**src/rtl/seq_divider.sv**
```systemverilog
// Sequential signed 32-bit restoring divider: quotient on LO, remainder on HI, one-cycle fim pulse.
// Optional macro SEQ_DIVIDER_DIVZERO_EN short-circuits B==0 to an immediate DividedByZero completion.
module seq_divider (
   input  logic        clock,
   input  logic        reset,
   input  logic        start,
   input  logic [31:0] A,
   input  logic [31:0] B,
   output logic [31:0] LO,
   output logic [31:0] HI,
   output logic        fim,
   output logic        DividedByZero,
   output logic        busy
);

   localparam int unsigned Width  = 32;
   localparam int unsigned CountW = 5;

   typedef enum logic [1:0] {
      IDLE = 2'd0,
      RUN  = 2'd1,
      FIX  = 2'd2,
      DONE = 2'd3
   } stateT;

   stateT state, nextState;

   logic [Width-1:0]  remReg, quoReg, divMag;
   logic [Width-1:0]  absA, absB;
   logic [CountW-1:0] count;
   logic              signQ, signR;
   logic [Width:0]    shifted, trial;
   logic              busyNext, fimNext, dbzNext;

   // Operand magnitudes; the most negative value maps onto 0x80000000 unchanged
   always_comb begin
      absA = A[Width-1] ? Width'(~A + Width'(1)) : A;
      absB = B[Width-1] ? Width'(~B + Width'(1)) : B;
   end

   // Shift in the next dividend bit and trial-subtract at 33 bits; bit 32 set means negative
   always_comb begin
      shifted = {remReg, quoReg[Width-1]};
      trial   = shifted - {1'b0, divMag};
   end

   always_ff @(posedge clock or posedge reset) begin
      if (reset) state <= IDLE;
      else       state <= nextState;
   end

   always_comb begin
      nextState = state;
      dbzNext   = 1'b0;
      case (state)
         IDLE: begin
            if (start) begin
`ifdef SEQ_DIVIDER_DIVZERO_EN
               if (B == '0) begin
                  nextState = DONE;
                  dbzNext   = 1'b1;
               end else begin
                  nextState = RUN;
               end
`else
               nextState = RUN;
`endif
            end
         end
         RUN:     if (count == CountW'(Width - 1)) nextState = FIX;
         FIX:     nextState = DONE;
         DONE:    nextState = IDLE;
         default: nextState = IDLE;
      endcase
      busyNext = (nextState != IDLE);
      fimNext  = (nextState == DONE);
   end

   // Status outputs registered from the upcoming state so they line up with it
   always_ff @(posedge clock or posedge reset) begin
      if (reset) begin
         busy          <= 1'b0;
         fim           <= 1'b0;
         DividedByZero <= 1'b0;
      end else begin
         busy          <= busyNext;
         fim           <= fimNext;
         DividedByZero <= dbzNext;
      end
   end

   always_ff @(posedge clock or posedge reset) begin
      if (reset) begin
         remReg <= '0;
         quoReg <= '0;
         divMag <= '0;
         count  <= '0;
         signQ  <= 1'b0;
         signR  <= 1'b0;
         LO     <= '0;
         HI     <= '0;
      end else begin
         case (state)
            IDLE: begin
               if (start) begin
                  remReg <= '0;
                  quoReg <= absA;
                  divMag <= absB;
                  signQ  <= A[Width-1] ^ B[Width-1];
                  signR  <= A[Width-1];
                  count  <= '0;
               end
            end
            RUN: begin
               remReg <= trial[Width] ? shifted[Width-1:0] : trial[Width-1:0];
               quoReg <= {quoReg[Width-2:0], ~trial[Width]};
               count  <= count + CountW'(1);
            end
            FIX: begin
               LO <= signQ ? Width'(~quoReg + Width'(1)) : quoReg;
               HI <= signR ? Width'(~remReg + Width'(1)) : remReg;
            end
            default: ;
         endcase
      end
   end

endmodule

```
**config.mk**
```make
export PLATFORM = sky130hd
export DESIGN_NAME = seq_divider
export DESIGN_NICKNAME = d
export VERILOG_FILES = /design/src/rtl/seq_divider.sv
export SDC_FILE = /design/constraint.sdc
export NUM_CORES = 1
export LEC_CHECK = 0
export BUFFER_PORTS_ARGS = -buffer_cell sky130_fd_sc_hd__buf_2
export CORE_UTILIZATION = 59
export CTS_BUF_LIST = sky130_fd_sc_hd__clkbuf_16
export DETAILED_ROUTE_END_ITERATION = 8
export PLACE_DENSITY_LB_ADDON = 0.2
export SLEW_MARGIN = 20
export SYNTH_ARGS = -nofsm -noshare
export SYNTH_HDL_FRONTEND = slang
export SYNTH_SLANG_ARGS = --single-unit
```
**constraint.sdc**
```tcl
create_clock -name clock -period 6.05 [get_ports clock]
set_input_delay 0.605 -clock clock [delete_from_list [all_inputs] [get_ports clock]]
set_output_delay 0.605 -clock clock [all_outputs]
set_load 0.005 [all_outputs]
```
After elaboration in Yosys (flattened, before gate mapping). Cells that the tools add are included.

Bits of input ports: 67. Output and inout bits: 67. Bits in registers: 171. Word-level logic and storage cells: 48.

Add/sub/neg operators: 6. Reductions and logical operators: 5. Multiplexer cells: 14. Equal/unequal tests: 6. Bitwise operators: 6.

Operators with widths (count): $mux 32 (7); $add 32x1->32 const B (4); $not 32->32 (4); $pmux 32 s2 (2); $sub 33x32->33 (1); $pmux 5 s2 (1); $pmux 2 s4 (1); $eq 2x2->1 const B (3); $add 5x1->5 const B (1); $eq 5x5->1 const B (1); $mux 5 (1); $mux 2 (2); $reduce_and 2->1 (2); $reduce_bool 2->1 (2); $eq 2x1->1 const B (1); $logic_not 2->1 (1); $ne 2x2->1 const B (1); $not 1->1 (1); $xor 1x1->1 (1).

Depth between registers and ports, before layout.
Word-level depth: 5. Gate-level depth with buffers: 14. Mapped depth without buffers: 12.

Worst setup path before layout. OpenSTA, ideal clock, no wires.

Kind: reg2reg. From: register quoReg[31]. To: register remReg[30]. Setup time: 77 ps. Cell stages (with the launch flop): 13. Arrival: 3052 ps. Path slack: 2921 ps. Period minus slack after synthesis: 3129 ps. Data required time: 5973 ps. Buffers on the path: 0. Cells stage by stage: dfrtp_1 inv_1 ha_1 fa_1 nand2b_1 a2111oi_2 nor3b_1 and3_4 nor4_4 o221ai_2 or4_1 a31o_1 o21ai_1.

Cells in the longest elaborated chain, start to end: 3.

Ends and longest elaborated chain: start, declared (line 28) `logic [Width-1:0] remReg, quoReg, divMag;`; start signal, assigned (line 107) `quoReg <= absA;`; start signal, assigned (line 116) `quoReg <= {quoReg[Width-2:0], ~trial[Width]};`; $sub 33x32->33 (line 44) `trial = shifted - {1'b0, divMag};`; $mux 32 (line 115) `remReg <= trial[Width] ? shifted[Width-1:0] : trial[Width-1:0];`; $pmux 32 s2 (line 103) `case (state)`; end signal, assigned (line 115); end, declared (line 28).

No other way between the ends. A chain may end at the register's enable or synchronous reset.

Worst setup path in the final report.
From: register quoReg[31]. To: register remReg[2].

Same word-level chain as after synthesis.

==> run_results.csv <==
group,metric,value,unit
status,violations,"design-rule violations",
status,status,"complete, but fails checks",
sta,layout_min_cycle_time,3.83,ns
final_layout,final_util,68.2,%
detailed_routing,wl_per_cell,16.8,um
floorplanning,start_util,60.5,%
clock_tree,tritoncts,"built",
critical_path,cp-end-kind,"register",
placed_design,dpl.hpwl,19600,um
sta,hold_viol_final,0,
sta,final-max-slew-violation-count,0,
pwr,p_int,3.91,mW
run,maxCapViolCount,0,
clock_tree,cts-resized-gates,0,
floorplanning,fp.dieArea,0.0191,mm2
critical_path,slowest_delay,0.49,ns
logic_synthesis,synth_ff_type,"dfrtp_1",
clock_tree,cts_buffer_depth,2,
min_path,hp-class,"input pin to asynchronous set/reset pin",
sta,period_share,63.4,%
pwr,pwr-share-seq,30.1,%
sta,fin_tns_setup,0,ns
logic_synthesis,synth_warnings,0,
clock_tree,clock_sinks,171,
sta,worst_pin_slew,1.04,ns
pwr,switching_power,3.36,mW
pwr,p_comb_share,54.3,%
sta,fmax,0.261,GHz
global_route,grtUsageTotal,29.5,%
pwr,clkPwrFrac,15.5,%
floorplanning,die_y,138,um
critical_path,startpoint_type,"register",
logic_synthesis,ys_seq_elements,171,
detailed_routing,drc,22,
placed_design,pre_cts_slack,2.31,ns
critical_path,path_delay_family,"compound AO/OA/AOI/OAI gates",
final_layout,design_area,0.0123,mm2
logic_synthesis,netlist.area_leader.share,39.1,%
logic_synthesis,synth_top_area_cell,"dfrtp_1",
pwr,powerDensity,589,mW/mm2
floorplanning,die_w,138,um
critical_path,regToRegSetupSlack,2.22,ns
clock_tree,post_cts_buffers,0,
critical_path,r2r-end,"remReg[2]$_DFFE_PP0P_",
final_layout,stdcell_count,1592,
final_layout,fill_cells,1487,
detailed_routing,drtPass1Iterations,9,
critical_path,cp.depth,13,
critical_path,path_max_fanout,57,
placed_design,io_buffers,132,
critical_path,crit_type,"register to register",
logic_synthesis,syn_avg_cell_area,8.66,um2
logic_synthesis,synth_edf_count,0,
final_layout,drive_above_1_share,14.8,%
pwr,peakVddDrop,0.295,mV
critical_path,r2r-start,"quoReg[31]$_DFFE_PP0P_",
floorplanning,row_count,49,
sta,holdWs,0.198,ns
global_route,grt_pass1_vias,8979,
global_route,grt_pass1_wl,45500,um
placed_design,post_dp_cell_area,0.0117,mm2
logic_synthesis,ys_seq_area_share,39.1,%
critical_path,worst-path-buf-inv,2,
sta,setup_ws,2.22,ns
detailed_routing,wl,26800,um
global_route,grt_max_degree,131,
final_layout,syn2layout_area_growth,12.7,%
pwr,power,7.27,mW
clock_tree,root_buffer,"clkbuf_16",
critical_path,cp_cell_sequence,"inv_1 -> ha_1 -> fa_1 -> nand2b_1 -> a2111oi_2 -> nor3_1 -> nor2_2 -> a21oi_1 -> o31ai_1 -> xnor2_2 -> buf_4 -> mux2i_1 -> o21ai_0",
placed_design,gp_congestion,0.933,
sta,rsz0062_at_grt,"no",
sta,setup_viol_count_final,0,
floorplanning,core,0.0181,mm2
detailed_routing,drt_iter0_drc,873,
critical_path,cp.arrival,4.12,ns
logic_synthesis,syn_nets,1369,
logic_synthesis,synth_area_leaders,"dfrtp_1, xor2_1, o21ai_0",
final_layout,layout.nets,1456,
clock_tree,insertion_delay,0.43,ns
clock_tree,cts.hold.buffers_added,0,
critical_path,slowest_stage,"buf_4",
critical_path,r2r_cells,13,
global_route,antenna_found_initial,0,
placed_design,dp_cells,1559,
logic_synthesis,syn_inst,1263,
floorplanning,io_pins,134,
detailed_routing,via_per_inst,5.99,
logic_synthesis,netlist_area,0.0109,mm2
sta,slew-limit-headroom,30.9,%
global_route,grt-ovfl-total,0,
clock_tree,ctsHtreeMaxLevel,4,
logic_synthesis,ys_async_sr_fraction,100,%
critical_path,crit_path_end,"remReg[2]$_DFFE_PP0P_",
critical_path,crit_start,"quoReg[31]$_DFFE_PP0P_",
critical_path,cp.required,6.33,ns
pwr,sw_frac_of_total,46.2,%
final_layout,antenna_cells,0,
clock_tree,clkTransAtPathRegs,0.07,ns
detailed_routing,ant_nets,0,
clock_tree,cts_made_buffers,17,
pwr,leakagePower,5.65,nW
logic_synthesis,synth_cell_type_count,70,
detailed_routing,vias,9537,
sta,fin_worst_skew,0.00836,ns
-- sequential cells by signal, summed over array words and instances (netlist names) --
register and cells:
HI 32, LO 32, busy 1, count 5
divMag 32, fim 1, quoReg 32, remReg 32
signQ 1, signR 1, state 2
-- worst min path at each step --
stage | start | to | slack [ns] | cells past startpoint
after floorplan | divMag[10]$_DFFE_PP0P_ | divMag[10]$_DFFE_PP0P_ | 0.45 | 2
after global placement | LO[23]$_DFFE_PP0P_ | LO[23]$_DFFE_PP0P_ | 0.46 | 2
after detailed placement | HI[17]$_DFFE_PP0P_ | HI[17]$_DFFE_PP0P_ | 0.46 | 2
after CTS | reset | LO[6]$_DFFE_PP0P_ | 0.21 | 2
after global routing | reset | LO[7]$_DFFE_PP0P_ | 0.24 | 2
final | reset | LO[7]$_DFFE_PP0P_ | 0.20 | 2
-- power groups by stage --
stage                     Combinational [mW]  Sequential [mW]  Clock [mW]
after floorplan                         3.19             1.93           0
after global placement                  3.78             2.15           0
after detailed placement                3.87             2.18           0
after CTS                               3.91             2.16        1.14
after global routing                    4.45             2.26        1.19
final                                   3.95             2.19        1.13
-- layout make-up --
class	instances	area [um2]	share of cell area (%)
Clock inverter	15	189	1.53
Sequential cell	171	4280	34.7
Clock buffer	17	425	3.45
Inverter	55	211	1.71
Multi-Input combinational cell	965	6200	50.3
Timing Repair Buffer	140	741	6.00
Tap cell	229	287	2.32
-- synthesized netlist by cell type, drive strengths merged, types with 14 or more instances --
library cell,n
buf,16
nor2,31
ha,38
o311ai,21
a21oi,42
nand2,205
xor2,108
clkbuf,56
xnor2,40
nand3,31
o41ai,19
o31ai,32
nand2b,19
or3,14
a22oi,30
o21ai,197
inv,55
dfrtp,171
-- layout by cell type, fill, tap and decap left out, drive strengths merged, types with 5 or more instances in the layout --
cell    netlist  final
o41ai        19     19
xnor2        40     40
nand2b       19     19
inv          55     59
or2           7      7
o311ai       21     21
o31ai        32     32
ha           38     38
dfrtp       171    171
a21o          9      9
o21ai       197    197
or4          12     12
mux2i        12     12
nand2       205    205
nand3b        5      5
clkinv        0      7
nor2         31     31
a22oi        30     30
nor3         12     12
nand3        31     31
clkbuf       56     17
or3          14     14
a21oi        42     42
nor4         12     12
nor2b         5      5
nand4         9      9
xor2        108    108
buf          16    140
-- metal layers --
layer / wire [um] / vias up / global-route usage [%] / share of wire (%)
li1: - / 4679 / - / -
met1: 13200 / 4463 / 45.7 / 49
met2: 11100 / 365 / 41.5 / 41
met3: 2160 / 30 / 6.37 / 8.0
met4: 320 / 0 / 7.81 / 1.2
met5: 0 / - / 0 / 0
-- logic make-up after synthesis --
logic type                 synth area share (%)
AOI/OAI and AO/OA                          22.3
xor gates and xnor gates                   11.8
adders and majority gates                  4.53
buffers and inverters                      4.54
DFF                                        39.1
muxes                                      1.10
other                                    0.0343
and+or+nand+nor                            16.6
-- worst reg2reg max path, stage by stage (launching register included) --
cell,delay (ns)
dfrtp_1,0.41
inv_1,0.06
ha_1,0.22
fa_1,0.41
nand2b_1,0.21
a2111oi_2,0.40
nor3_1,0.13
nor2_2,0.24
a21oi_1,0.17
o31ai_1,0.41
xnor2_2,0.15
buf_4,0.49
mux2i_1,0.29
o21ai_0,0.11
No activity file was read; power rests on OpenSTA's default activity.
